### src/rtl/csa42_acc_if.sv
// Operand/result handshake bundle for the carry-save accumulator.
interface csa42_acc_if #(
    parameter int W     = 16,
    parameter int ACC_W = 24
);
    logic             in_valid;
    logic             in_ready;
    logic [W-1:0]     in_a;
    logic [W-1:0]     in_b;
    logic             in_last;
    logic             out_valid;
    logic             out_ready;
    logic [ACC_W-1:0] out_sum;
    logic             out_ovf;
    logic             busy;

    modport master (
        output in_valid, in_a, in_b, in_last, out_ready,
        input  in_ready, out_valid, out_sum, out_ovf, busy
    );

    modport slave (
        input  in_valid, in_a, in_b, in_last, out_ready,
        output in_ready, out_valid, out_sum, out_ovf, busy
    );
endinterface

### src/rtl/csa42_acc.sv
// Carry-save accumulator: a row of 4:2 compressors per beat, then a segmented multi-cycle CPA.
// Define AP_LSB_EN to swap the low AP_K columns for the cheap approximate cell.
module csa42_com #(
    parameter bit APPROX = 1'b0
) (
    input  logic a,
    input  logic b,
    input  logic c,
    input  logic d,
    input  logic cin,
    output logic sum,
    output logic carry,
    output logic cout
);
    logic s1;

    if (APPROX) begin : g_apx
        assign s1    = 1'b0;
        assign sum   = a | b | c | d;
        assign carry = (a & b) | (c & d);
        assign cout  = 1'b0;
    end else begin : g_exact
        // Two chained full adders: a+b+c+d+cin == sum + 2*(carry+cout)
        assign s1    = a ^ b ^ c;
        assign cout  = (a & b) | (a & c) | (b & c);
        assign sum   = s1 ^ d ^ cin;
        assign carry = (s1 & d) | (s1 & cin) | (d & cin);
    end
endmodule

module csa42_acc #(
    parameter int W       = 16,
    parameter int ACC_W   = 24,
    parameter int CPA_SEG = 8,
    parameter int AP_K    = 4
) (
    input  logic        clk,
    input  logic        rst_n,
    csa42_acc_if.slave  bus
);
    localparam int NSEG   = (ACC_W + CPA_SEG - 1) / CPA_SEG;
    localparam int PAD_W  = NSEG * CPA_SEG;
    localparam int LAST_W = ACC_W - (NSEG - 1) * CPA_SEG;
    localparam int SEG_W  = $clog2(NSEG + 1);
    localparam int SR_W   = CPA_SEG + 1;
`ifdef AP_LSB_EN
    localparam bit AP_EN = 1'b1;
`else
    localparam bit AP_EN = 1'b0;
`endif
    localparam int AP_COLS = AP_EN ? AP_K : 0;

    typedef enum logic [1:0] {S_ACC, S_RES, S_DONE} state_t;

    state_t             state_q;
    logic [ACC_W-1:0]   s_q, c_q;
    logic               ovf_q;
    logic [SEG_W-1:0]   seg_q;
    logic               cpa_c_q;
    logic               in_ready_q, busy_q, out_valid_q, out_ovf_q;
    logic [ACC_W-1:0]   out_sum_q;

    logic [ACC_W-1:0]   a_ext, b_ext, sum, carry, cout, cin;
    logic [ACC_W-1:0]   s_d, c_d, out_sum_d;
    logic               drop;

    assign a_ext = ACC_W'(bus.in_a);
    assign b_ext = ACC_W'(bus.in_b);

    for (genvar i = 0; i < ACC_W; i++) begin : g_col
        if (i == 0 || i == AP_COLS) begin : g_cin0
            assign cin[i] = 1'b0;
        end else begin : g_cin
            assign cin[i] = cout[i-1];
        end
        csa42_com #(.APPROX(i < AP_COLS)) u_com (
            .a     (s_q[i]),
            .b     (c_q[i]),
            .c     (a_ext[i]),
            .d     (b_ext[i]),
            .cin   (cin[i]),
            .sum   (sum[i]),
            .carry (carry[i]),
            .cout  (cout[i])
        );
    end

    // Carries shift up one column; anything leaving the top column is overflow.
    assign s_d  = sum;
    assign c_d  = {carry[ACC_W-2:0], 1'b0};
    assign drop = carry[ACC_W-1] | cout[ACC_W-1];

    int               base;
    logic [CPA_SEG-1:0] seg_a, seg_b;
    logic [SR_W-1:0]  seg_res;
    logic             seg_co;
    logic [PAD_W-1:0] seg_mask;

    // One CPA segment per cycle, working in a zero-padded space so the tail segment needs no special slicing.
    always_comb begin
        base      = int'(seg_q) * CPA_SEG;
        seg_a     = CPA_SEG'(PAD_W'(s_q) >> base);
        seg_b     = CPA_SEG'(PAD_W'(c_q) >> base);
        seg_res   = {1'b0, seg_a} + {1'b0, seg_b} + SR_W'(cpa_c_q);
        seg_co    = (seg_q == SEG_W'(NSEG - 1)) ? seg_res[LAST_W] : seg_res[CPA_SEG];
        seg_mask  = PAD_W'({CPA_SEG{1'b1}}) << base;
        out_sum_d = ACC_W'((PAD_W'(out_sum_q) & ~seg_mask)
                         | (PAD_W'(seg_res[CPA_SEG-1:0]) << base));
    end

    always_ff @(posedge clk) begin
        if (!rst_n) begin
            state_q     <= S_ACC;
            s_q         <= '0;
            c_q         <= '0;
            ovf_q       <= 1'b0;
            seg_q       <= '0;
            cpa_c_q     <= 1'b0;
            in_ready_q  <= 1'b0;
            busy_q      <= 1'b0;
            out_valid_q <= 1'b0;
            out_sum_q   <= '0;
            out_ovf_q   <= 1'b0;
        end else begin
            case (state_q)
                S_ACC: begin
                    in_ready_q <= 1'b1;
                    if (bus.in_valid && in_ready_q) begin
                        s_q   <= s_d;
                        c_q   <= c_d;
                        ovf_q <= ovf_q | drop;
                        if (bus.in_last) begin
                            state_q    <= S_RES;
                            seg_q      <= '0;
                            cpa_c_q    <= 1'b0;
                            in_ready_q <= 1'b0;
                            busy_q     <= 1'b1;
                        end
                    end
                end
                S_RES: begin
                    if (seg_q < SEG_W'(NSEG)) begin
                        out_sum_q <= out_sum_d;
                        cpa_c_q   <= seg_co;
                        seg_q     <= seg_q + 1'b1;
                        if (seg_q == SEG_W'(NSEG - 1)) ovf_q <= ovf_q | seg_co;
                    end else begin
                        // All segments resolved: publish the sticky overflow with the result.
                        state_q     <= S_DONE;
                        out_valid_q <= 1'b1;
                        out_ovf_q   <= ovf_q;
                    end
                end
                S_DONE: begin
                    if (bus.out_ready) begin
                        state_q     <= S_ACC;
                        s_q         <= '0;
                        c_q         <= '0;
                        ovf_q       <= 1'b0;
                        out_valid_q <= 1'b0;
                        busy_q      <= 1'b0;
                        in_ready_q  <= 1'b1;
                    end
                end
                default: state_q <= S_ACC;
            endcase
        end
    end

    assign bus.in_ready  = in_ready_q;
    assign bus.busy      = busy_q;
    assign bus.out_valid = out_valid_q;
    assign bus.out_sum   = out_sum_q;
    assign bus.out_ovf   = out_ovf_q;
endmodule

### src/flat_wrapper.sv
// flat-port wrapper written by rule: the top's interface ports become plain ports
module csa42_acc_flat 
#(
    parameter int W       = 16,
    parameter int ACC_W   = 24,
    parameter int CPA_SEG = 8,
    parameter int AP_K    = 4
)
  (clk, rst_n, bus_in_valid, bus_in_a, bus_in_b, bus_in_last, bus_out_ready, bus_in_ready, bus_out_valid, bus_out_sum, bus_out_ovf, bus_busy);
  csa42_acc_if #(.W(W), .ACC_W(ACC_W)) bus_i ();
  input  logic clk;
  input  logic rst_n;
  input wire logic [$bits(bus_i.in_valid)-1:0] bus_in_valid;
  input wire logic [$bits(bus_i.in_a)-1:0] bus_in_a;
  input wire logic [$bits(bus_i.in_b)-1:0] bus_in_b;
  input wire logic [$bits(bus_i.in_last)-1:0] bus_in_last;
  input wire logic [$bits(bus_i.out_ready)-1:0] bus_out_ready;
  output wire logic [$bits(bus_i.in_ready)-1:0] bus_in_ready;
  output wire logic [$bits(bus_i.out_valid)-1:0] bus_out_valid;
  output wire logic [$bits(bus_i.out_sum)-1:0] bus_out_sum;
  output wire logic [$bits(bus_i.out_ovf)-1:0] bus_out_ovf;
  output wire logic [$bits(bus_i.busy)-1:0] bus_busy;
  assign bus_i.in_valid = bus_in_valid;
  assign bus_i.in_a = bus_in_a;
  assign bus_i.in_b = bus_in_b;
  assign bus_i.in_last = bus_in_last;
  assign bus_i.out_ready = bus_out_ready;
  assign bus_in_ready = bus_i.in_ready;
  assign bus_out_valid = bus_i.out_valid;
  assign bus_out_sum = bus_i.out_sum;
  assign bus_out_ovf = bus_i.out_ovf;
  assign bus_busy = bus_i.busy;
  csa42_acc #(.W(W), .ACC_W(ACC_W), .CPA_SEG(CPA_SEG), .AP_K(AP_K)) u_core (.clk(clk), .rst_n(rst_n), .bus(bus_i));
endmodule
### config.mk
export PLATFORM = sky130hd
export DESIGN_NAME = csa42_acc_flat
export DESIGN_NICKNAME = d
export VERILOG_FILES = /design/src/rtl/csa42_acc_if.sv /design/src/rtl/csa42_acc.sv /design/src/flat_wrapper.sv
export SDC_FILE = /design/constraint.sdc
export NUM_CORES = 1
export LEC_CHECK = 0
export ABC_AREA = 1
export CAP_MARGIN = 30
export CELL_PAD_IN_SITES_DETAIL_PLACEMENT = 0
export CELL_PAD_IN_SITES_GLOBAL_PLACEMENT = 1
export CORE_MARGIN = 1
export CORE_UTILIZATION = 30
export CTS_CLUSTER_SIZE = 16
export DETAILED_ROUTE_END_ITERATION = 8
export PLACE_DENSITY_LB_ADDON = 0.1
export SLEW_MARGIN = 40
export SYNTH_ARGS = -nofsm -noshare
export SYNTH_HDL_FRONTEND = slang
export SYNTH_HIERARCHICAL = 1
export SYNTH_SLANG_ARGS = --single-unit
### constraint.sdc
create_clock -name clk -period 4.2 [get_ports clk]
set_input_delay 0.84 -clock clk [delete_from_list [all_inputs] [get_ports clk]]
set_output_delay 0.84 -clock clk [all_outputs]
set_load 0.02 [all_outputs]
==> impl_metrics.env, run 1 <==
export IMPL_postSynth_topFlopCell="dfxtp_1"
export IMPL_timing_worst_slew_pin_value_ns=0.786
export IMPL_synth_async_sr_flop_share_pct=0
export IMPL_grt_first_pass_wirelength_um=22700
export IMPL_critPathRequiredTime_ns=4.47
export IMPL_core_um2=17400
export IMPL_place_worst_setup_slack_ns=0.858
export IMPL_yosys_top_cells_area="dfxtp_1 (30%), fa_1 (19%), inv_1 (15%)"
export IMPL_hold_path_depth=2
export IMPL_seq_area_frac_synth_pct=30.1
export IMPL_synth_most_common_cell="inv_1"
export IMPL_multi_input_logic_area_um2=2870
export IMPL_r2r_end="u_core/bus.out_sum[4]"
export IMPL_status="finished clean"
export IMPL_yosysTopAreaCellShare_pct=30.1
export IMPL_post_synth_cell_area_avg_um2=7.10
export IMPL_timing_final_hold_violations=0
export IMPL_crit_slowest_cell="dfxtp_1"
export IMPL_timing_reg2reg_worst_path_depth=10
export IMPL_cts_inserted_buffers=9
export IMPL_cts_reportedPaths_clkPinSlew_ns=0.06
export IMPL_holdCritStartpoint="u_core/bus.busy"
export IMPL_vdd_ir_drop_worst_mv=0.208
export IMPL_rsz_0062_raised_after_global_routing="false"
export IMPL_total_i_o_pin_count=65
export IMPL_ys_warnings_count=6
export IMPL_dp_hpwl_um=10300
export IMPL_powerDensity_nw_per_um2=333
export IMPL_path_max_fanout=15
export IMPL_post_cts_buffers=0
export IMPL_slew_limit_headroom_pct=47.5
export IMPL_antenna_diode_count=0
export IMPL_period_share_pct=79.1
export IMPL_io_buffers=64
export IMPL_dpl_instance_area_um2=6310
export IMPL_final_antenna_net_count=0
export IMPL_r2r_setup_slack_ns=0.88
export IMPL_root_buffer="clkbuf_16"
export IMPL_power_leakage_nw=2.91
export IMPL_drive_gt1_share_pct=4.67
export IMPL_reg2reg_from="u_core/seg_q[1]"
export IMPL_cts_path_max_buffers=2
export IMPL_drt_total_wl_um=13600
export IMPL_grt_ovfl_total=0
export IMPL_num_vias=4459
export IMPL_postSynthRegisterBits=81
export IMPL_floorplan_initialDensity_pct=30.9
export IMPL_netlist_top_cell_by_area="dfxtp_1"
export IMPL_die_w_um=136
export IMPL_routedWlPerCell_um=12.9
export IMPL_num_fill_cells=1892
export IMPL_max_freq_mhz=301
export IMPL_place_gp_congestion=0.788
export IMPL_setup_worst_path_class="register to register"
export IMPL_fin_hold_ws_ns=0.463
export IMPL_timing_hold_worst_class="register to register"
export IMPL_worst_clock_skew_ns=0.00938
export IMPL_drv_slew=0
export IMPL_critPathLaunchType="register"
export IMPL_grt_pass1_vias=4469
export IMPL_route_detailed_drc=0
export IMPL_drt_first_pass_iters=4
export IMPL_worstPathArrival_ns=3.60
export IMPL_yosys_cell_types_count=32
export IMPL_syn_instance_count=759
export IMPL_number_of_flops_mapped_to_enable_cells_by_yosys=0
export IMPL_setup_ws_ns=0.879
export IMPL_flow_area_growth_from_synthesis_pct=22.8
export IMPL_critical_path_cell_chain="clkinv_1 -> nor2_2 -> a21oi_1 -> fa_1 -> fa_1 -> o21ai_0 -> nand2_1 -> xnor2_1 -> nand3_1 -> a21oi_1"
export IMPL_post_synth_most_frequent_cells="inv_1 (216), nand2_1 (186), a21oi_1 (83)"
export IMPL_finalSetupViolCount=0
export IMPL_kind_of_end_point_of_the_critical_path="register"
export IMPL_antenna_violations_before_repair=0
export IMPL_full_die_area_um2=18500
export IMPL_post_layout_total_power_mw=2.20
export IMPL_viasPerCell=4.20
export IMPL_hold_path_endpoint="u_core/bus.busy"
export IMPL_hold_buffers=0
export IMPL_clkSinkCount=81
export IMPL_drt_iter0_markers=195
export IMPL_tritoncts="done"
export IMPL_grt_start_max_net_pins=48
export IMPL_worstSkewPairLatency_ns=0.35
export IMPL_final_area_um2=6620
export IMPL_cts_resizes=0
export IMPL_post_synth_instance_area_um2=5390
export IMPL_design_final_nets=929
export IMPL_cp_slowest_stage_delay_ns=0.64
export IMPL_sequential_cell_area_um2=1620
export IMPL_die_height_um=136
export IMPL_global_route_usage_total_pct=16.1
export IMPL_number_of_max_capacitance_violations_reported=0
export IMPL_final_min_clock_period_ns=3.32
export IMPL_maximum_level_of_the_cts_h_tree=3
export IMPL_timing_setup_tns_ns=0
export IMPL_placement_rows=48
[per-layer routing]
| metal | vias up | GRT usage, % | part of all wire, % |
|---|---|---|---|
| met5 | - | 0 | 0 |
| met2 | 70 | 26.8 | 48 |
| met1 | 2050 | 21.0 | 48 |
| met3 | 13 | 2.80 | 3.1 |
| li1 | 2326 | - | - |
| met4 | 0 | 4.88 | 1.2 |
[report_power, final]
group	switching (mW)	leakage, nW	internal (mW)
Clock	0.345	0.145	0.478
Combinational	0.315	2.11	0.211
Sequential	0.0444	0.657	0.809
Total	0.705	2.91	1.50
[metrics by stage]
stage,utilization (%),instances
floorplan,-,776
global placement,36.2,1045
detailed placement,36.2,1045
CTS,38.0,1061
global route,38.0,1061
finish,38.0,1061
[how the worst max path moves through the flow]
stage / start / endpoint / slack [ns]
5_1_grt: u_core/seg_q[1] / u_core/bus.out_sum[20] / 0.46
2_1_floorplan: u_core/seg_q[1] / u_core/bus.out_sum[4] / 1.40
4_1_cts: u_core/seg_q[1] / u_core/bus.out_sum[4] / 0.82
3_5_place_dp: u_core/seg_q[1] / u_core/bus.out_sum[20] / 0.86
6_report: u_core/seg_q[1] / u_core/bus.out_sum[4] / 0.88
3_3_place_gp: u_core/seg_q[1] / u_core/bus.out_sum[20] / 0.99
[cell type report]
type                    instances  share of cell area (%)
repair buffers                 68                    10.3
inverters                     226                    12.9
clock inverters                 6                    1.02
clock buffers                  10                    3.61
multi-input cells             445                    43.4
flip-flops and latches         81                    24.5
well taps                     225                    4.25
[registers in the layout, indices dropped and copies added (netlist names)]
register and count:
u_core/bus.busy 1, u_core/bus.in_ready 1, u_core/ovf_q 1, u_core/c_q 23, u_core/bus.out_sum 24, u_core/bus.out_ovf 1, u_core/bus.out_valid 1, u_core/seg_q 2
u_core/cpa_c_q 1, u_core/state_q 2, u_core/s_q 24
[worst max-delay path: cells and delay by family, from the launching register on]
family                   cells  cell delay [ns]
flip-flops                   1             0.64
AO/OA/AOI/OAI                3             0.49
AND/OR/NAND/NOR              3             0.48
adder cells (fa/ha/maj)      2             0.85
buffers and inverters        1             0.48
XOR/XNOR                     1             0.30
[kinds of logic (layout without fill, tap and decap cells)]
group	count (synthesis)	count (layout)	share of synthesized area (%)
and+or+nand+nor	252	252	19.2
buffers and inverters	250	310	17.8
AOI/OAI and AO/OA	111	111	11.2
DFF	81	81	30.1
adders and majority gates	61	61	21.1
xor gates and xnor gates	3	3	0.488
other	1	18	0.0696
[cells in the final DEF (no fill, tap or decap), types with 2 or more instances in the layout]
cell             instances
o21ai_0                 10
inv_1                  216
nor2_4                   3
a21oi_2                  2
ha_1                    11
a22oi_1                  3
o31ai_1                 10
xnor2_1                  3
nor2_1                  38
or2_1                    2
a211oi_1                 2
a21oi_1                 83
fa_1                    50
clkinv_4                 2
clkdlybuf4s50_1         64
nand3_1                 14
clkinvlp_4               2
buf_4                    3
conb_1                  18
nand4_1                  2
clkbuf_16                9
inv_4                    2
inv_2                    7
dfxtp_1                 81
nand2_1                186
Note: power is estimated with default switching activity, not from simulation.
==> run 2, diff against run 1 <==
==> constraint.sdc (replaced) <==
create_clock -name clk -period 3 [get_ports clk]
set_input_delay 0.6 -clock clk [delete_from_list [all_inputs] [get_ports clk]]
set_output_delay 0.6 -clock clk [all_outputs]
set_load 0.02 [all_outputs]
==> run 2 against run 1 <==
Compared with the run above:
- global-route usage is 0.56 points higher
- critical path type unchanged
- combinational power increased by 46%
- hold slack improved by 0.0010 ns
- largest power group unchanged
- clock skew decreased by 0.0012 ns
- sequential share of layout area shrank 0.15 points
- via count is 1.7% higher
- cell area rose by 0.62%
- critical endpoint unchanged
- setup slack lost 0.41 ns
==> impl_metrics.env, run 2 (synthesis results as in run 1) <==
export IMPL_maximum_level_of_the_cts_h_tree=3
export IMPL_grt_first_pass_wirelength_um=23400
export IMPL_share_seq_of_total_power_pct=38.2
export IMPL_powerDensity_nw_per_um2=465
export IMPL_timing_setup_tns_ns=0
export IMPL_cp_slowest_stage_delay_ns=0.43
export IMPL_clkSinkCount=81
export IMPL_post_cts_buffers=0
export IMPL_switching_share_pct=32.4
export IMPL_status="finished clean"
export IMPL_drv_slew=0
export IMPL_setup_worst_path_class="register to register"
export IMPL_timing_reg2reg_worst_path_depth=11
export IMPL_cts_inserted_buffers=9
export IMPL_period_share_pct=84.3
export IMPL_core_um2=17400
export IMPL_route_detailed_drc=0
export IMPL_cp_num_buf_inv=1
export IMPL_crit_top_cell="a21oi_1"
export IMPL_viasPerCell=4.26
export IMPL_kind_of_end_point_of_the_critical_path="register"
export IMPL_max_freq_mhz=395
export IMPL_post_layout_total_power_mw=3.10
export IMPL_timing_worst_slew_pin_value_ns=0.556
export IMPL_root_buffer="clkbuf_16"
export IMPL_final_common_cell="inv_1"
export IMPL_worstPathArrival_ns=2.82
export IMPL_tritoncts="done"
export IMPL_worst_clock_skew_ns=0.00822
export IMPL_io_buffers=64
export IMPL_die_height_um=136
export IMPL_cts_path_max_buffers=2
export IMPL_die_w_um=136
export IMPL_crit_slowest_cell="fa_1"
export IMPL_grt_start_max_net_pins=79
export IMPL_hold_buffers=0
export IMPL_drt_first_pass_iters=4
export IMPL_total_i_o_pin_count=65
export IMPL_slew_limit_headroom_pct=63.0
export IMPL_worstSetupStartpoint="u_core/seg_q[0]"
export IMPL_vdd_ir_drop_worst_mv=0.276
export IMPL_worstSkewPairLatency_ns=0.35
export IMPL_critPathRequiredTime_ns=3.29
export IMPL_dp_hpwl_um=10500
export IMPL_holdCritStartpoint="u_core/bus.out_ovf"
export IMPL_place_gp_congestion=0.788
export IMPL_number_of_max_capacitance_violations_reported=0
export IMPL_antenna_diode_count=0
export IMPL_hold_path_depth=2
export IMPL_cts_reportedPaths_clkPinSlew_ns=0.07
export IMPL_power_share_clock_pct=37.0
export IMPL_timing_final_hold_violations=0
export IMPL_final_antenna_net_count=0
export IMPL_antenna_violations_before_repair=0
export IMPL_routedWlPerCell_um=13.0
export IMPL_delay_heaviest_family_cp="adder cells"
export IMPL_r2r_setup_slack_ns=0.47
export IMPL_critPathLaunchType="register"
export IMPL_full_die_area_um2=18500
export IMPL_layout_cells_most_common_list="inv_1 (216), nand2_1 (186), a21oi_1 (83), dfxtp_1 (81), clkdlybuf4s50_1 (64)"
export IMPL_hold_path_endpoint="u_core/bus.out_ovf"
export IMPL_cts_resizes=0
export IMPL_placement_rows=48
export IMPL_internal_power_mw=2.09
export IMPL_design_final_nets=934
export IMPL_drive_gt1_share_pct=5.23
export IMPL_path_max_fanout=11
export IMPL_drt_iter0_markers=161
export IMPL_r2r_end="u_core/bus.out_sum[4]"
export IMPL_final_min_clock_period_ns=2.53
export IMPL_drt_total_wl_um=13900
export IMPL_floorplan_initialDensity_pct=30.9
export IMPL_timing_hold_worst_class="register to register"
export IMPL_finalSetupViolCount=0
export IMPL_rsz_0062_raised_after_global_routing="false"
export IMPL_num_vias=4536
export IMPL_reg2reg_from="u_core/seg_q[0]"
export IMPL_p_switching_mw=1.00
export IMPL_power_leakage_nw=2.94
export IMPL_grt_ovfl_total=0
export IMPL_flow_area_growth_from_synthesis_pct=23.5
export IMPL_global_route_usage_total_pct=16.6
export IMPL_critical_path_cell_chain="inv_2 -> nand2_1 -> a21oi_1 -> a21oi_1 -> fa_1 -> fa_1 -> o21ai_0 -> nand2_1 -> xnor2_1 -> nand3_1 -> a21oi_1"
export IMPL_grt_pass1_vias=4703
export IMPL_combinational_power_share_pct=24.8
export IMPL_fin_hold_ws_ns=0.464
## run 2: cell types whose count changed in the layout (fill, tap and decap cells not counted)
cell,previous run,this run
buf_12,1,2
buf_4,3,7
clkbuf_8,1,0
clkinvlp_4,2,1
inv_2,7,9
inv_4,2,0
inv_6,0,2
## run 2: area by class of cell
type	count	area (um^2)
multi-input cells	445	2870
clock buffers	9	225
clock inverters	7	77.6
inverters	226	848
well taps	225	282
fillers	1889	10800
repair buffers	73	733
flip-flops and latches	81	1620
## run 2: metal layers
layer / global-route usage, % / routed length (um) / part of all wire, %
met5: 0 / 0 / 0
met4: 5.19 / 263 / 1.9
met3: 3.80 / 456 / 3.3
met2: 28.3 / 6660 / 48
met1: 20.7 / 6470 / 47
## run 2: worst max path at each step
stage,end,slack (ns),depth (start not counted)
global placement,u_core/bus.out_sum[20],0.45,11
CTS,u_core/bus.out_sum[20],0.43,11
global route,u_core/bus.out_sum[20],0.25,11
detailed placement,u_core/bus.out_sum[20],0.44,11
finish,u_core/bus.out_sum[4],0.47,11
floorplan,u_core/bus.out_sum[4],0.20,11
## run 2: power by group through the flow
stage / sequential [mW] / combinational, mW / clock [mW]
3_3_place_gp: 1.21 / 0.760 / 0
6_report: 1.18 / 0.767 / 1.14
3_5_place_dp: 1.21 / 0.777 / 0
5_1_grt: 1.19 / 0.904 / 1.23
4_1_cts: 1.19 / 0.785 / 1.18
2_1_floorplan: 1.20 / 0.539 / 0
## run 2: worst reg2reg max path: cells and delay by family (launching register included)
| family | cells | cell delay [ns] |
|---|---|---|
| XOR/XNOR | 1 | 0.27 |
| AO/OA/AOI/OAI | 4 | 0.56 |
| buffers and inverters | 1 | 0.17 |
| adder cells (fa/ha/maj) | 2 | 0.84 |
| flip-flops | 1 | 0.34 |
| AND/OR/NAND/NOR | 3 | 0.29 |
## run 2: stage by stage
step	instance area (um^2)	instances	utilization (%)	setup slack [ns]
2_1_floorplan	5450	776	-	0.203
3_3_place_gp	6350	1050	36.5	0.454
3_5_place_dp	6350	1050	36.5	0.444
4_1_cts	6660	1066	38.2	0.425
5_1_grt	6660	1066	38.2	0.252
6_report	6660	1066	38.2	0.470
==> run 3, diff against run 2 <==
==> constraint.sdc (replaced) <==
create_clock -name clk -period 2.25 [get_ports clk]
set_input_delay 0.45 -clock clk [delete_from_list [all_inputs] [get_ports clk]]
set_output_delay 0.45 -clock clk [all_outputs]
set_load 0.02 [all_outputs]
==> run 3 against run 2 <==
Compared with the run above:
- maximum frequency is 13% higher
- utilization is 2.3 points higher
- clock power is 26% higher
- total power is 36% higher
- non-clock buffer count is 19 higher
==> impl_metrics.env, run 3 (synthesis results as in run 1) <==
export IMPL_drt_iter0_markers=164
export IMPL_cts_reportedPaths_clkPinSlew_ns=0.07
export IMPL_placement_rows=48
export IMPL_power_leakage_nw=3.12
export IMPL_drt_total_wl_um=13900
export IMPL_met1_track_utilization_from_global_routing_pct=21.3
export IMPL_layout_cells_most_common_list="inv_1 (216), nand2_1 (171), dfxtp_1 (79), a21oi_1 (72), clkdlybuf4s50_1 (64)"
export IMPL_grt_ovfl_total=0
export IMPL_gr_layer_usage_met2_pct=28.3
export IMPL_slew_limit_headroom_pct=64.9
export IMPL_grt_first_pass_wirelength_um=23400
export IMPL_setup_worst_path_class="register to register"
export IMPL_final_min_clock_period_ns=2.23
export IMPL_path_max_fanout=6
export IMPL_timing_reg2reg_worst_path_depth=10
export IMPL_die_height_um=136
export IMPL_timing_hold_worst_class="register to register"
export IMPL_root_buffer="clkbuf_16"
export IMPL_drt_first_pass_iters=4
export IMPL_vdd_ir_drop_worst_mv=0.357
export IMPL_grt_most_used_layer="met2"
export IMPL_final_area_um2=7060
export IMPL_r2r_end="u_core/bus.out_sum[20]"
export IMPL_critPathRequiredTime_ns=2.53
export IMPL_maximum_level_of_the_cts_h_tree=3
export IMPL_final_common_cell="inv_1"
export IMPL_critPathLaunchType="register"
export IMPL_clkSinkCount=81
export IMPL_layout_cells_non_filler=1085
export IMPL_num_vias=4580
export IMPL_grt_start_max_net_pins=48
export IMPL_worst_clock_skew_ns=0.00909
export IMPL_total_i_o_pin_count=65
export IMPL_fin_hold_ws_ns=0.464
export IMPL_cts_inserted_buffers=9
export IMPL_powerDensity_nw_per_um2=597
export IMPL_finalSetupViolCount=0
export IMPL_antenna_violations_before_repair=0
export IMPL_route_detailed_drc=0
export IMPL_viasPerCell=4.22
export IMPL_flow_area_growth_from_synthesis_pct=30.9
export IMPL_place_gp_congestion=0.790
export IMPL_dpl_instance_area_um2=6500
export IMPL_holdCritStartpoint="u_core/bus.out_sum[16]"
export IMPL_cts_path_max_buffers=2
export IMPL_r2r_setup_slack_ns=0.02
export IMPL_drv_slew=0
export IMPL_core_um2=17400
export IMPL_max_freq_mhz=448
export IMPL_tritoncts="done"
export IMPL_hold_buffers=0
export IMPL_floorplan_initialDensity_pct=30.9
export IMPL_hold_path_depth=2
export IMPL_io_buffers=64
export IMPL_drive_gt1_share_pct=13.3
export IMPL_gr_usage_met3_pct=2.95
export IMPL_routedWlPerCell_um=12.8
export IMPL_full_die_area_um2=18500
export IMPL_placed_cells_incl_taps=1064
export IMPL_design_final_nets=953
export IMPL_status="finished clean"
export IMPL_timing_final_hold_violations=0
export IMPL_grt_pass1_vias=4635
export IMPL_rsz_0062_raised_after_global_routing="true"
export IMPL_period_share_pct=99.3
export IMPL_hold_path_endpoint="u_core/bus.out_sum[16]"
export IMPL_worstPathArrival_ns=2.51
export IMPL_antenna_diode_count=0
export IMPL_dp_hpwl_um=10600
export IMPL_number_of_max_capacitance_violations_reported=0
export IMPL_global_route_usage_total_pct=16.6
export IMPL_timing_worst_slew_pin_value_ns=0.526
export IMPL_reg2reg_from="u_core/seg_q[1]"
export IMPL_worstSkewPairLatency_ns=0.35
export IMPL_die_w_um=136
export IMPL_kind_of_end_point_of_the_critical_path="register"
export IMPL_final_antenna_net_count=0
run 3: cell types whose count changed in the layout (fill, tap and decap cells not counted), sizes merged:
cell and change:
inv -1, clkinv +1, clkbuf +1, buf +19
bufinv -1
run 3: how the worst max path moves through the flow:
stage,from,end,slack (ns)
finish,u_core/seg_q[1],u_core/bus.out_sum[20],0.02
global placement,bus_in_a[7],u_core/s_q[8],-0.04
CTS,u_core/seg_q[0],u_core/cpa_c_q,-0.009
floorplan,u_core/seg_q[0],u_core/bus.out_sum[4],-0.02
global route,u_core/seg_q[1],u_core/bus.out_sum[7],-0.17
detailed placement,u_core/seg_q[0],u_core/bus.out_sum[18],-0.06
run 3: through the flow:
| step | TNS, ns | setup WS, ns | utilization, % | total power [mW] |
|---|---|---|---|---|
| floorplan | -0.0347 | -0.0178 | - | 2.33 |
| global placement | -0.118 | -0.0379 | 37.3 | 2.69 |
| detailed placement | -0.275 | -0.0573 | 37.3 | 2.70 |
| CTS | -0.00949 | -0.00949 | 39.1 | 4.18 |
| global route | -1.98 | -0.170 | 40.5 | 4.53 |
| finish | 0 | 0.0156 | 40.5 | 4.21 |
run 3: where the power goes:
part           internal (mW)  switching (mW)  leakage (nW)
Sequential              1.51          0.0761         0.659
Clock                  0.790           0.651         0.139
Combinational          0.511           0.673          2.33
run 3: what timing repair did:
| item | in CTS | in global routing |
|---|---|---|
| resized for setup | 4 | 55 |
| setup buffers | 0 | 5 |
| pin swaps | 1 | 19 |
| setup endpoints to repair | 6 | 20 |
run 3: per-layer routing:
metal | wire (um) | vias to the layer above | share of wire (%)
met2 | 6760 | 58 | 49
met1 | 6570 | 2134 | 47
met3 | 410 | 15 | 2.9
met5 | 0 | - | 0
li1 | - | 2373 | -
met4 | 195 | 0 | 1.4
run 3: area by class of cell:
cell class                 count  area [um^2]
clock buffer                  10          239
clock inverter                 6         51.3
fill                        1837        10400
inverter                     226          858
multi-input combinational    445         3100
sequential                    81         1630
tap                          225          282
timing repair buffer          92          898
run 3: critical path, cell delays in order (launching register included):
cell and delay [ns]:
dfxtp_4 0.40, clkinv_4 0.06, nor2_4 0.16, a22oi_2 0.10, fa_2 0.36, fa_2 0.40
o21ai_4 0.18, nand2_2 0.09, xnor2_2 0.17, nand3_1 0.11, a21oi_2 0.12
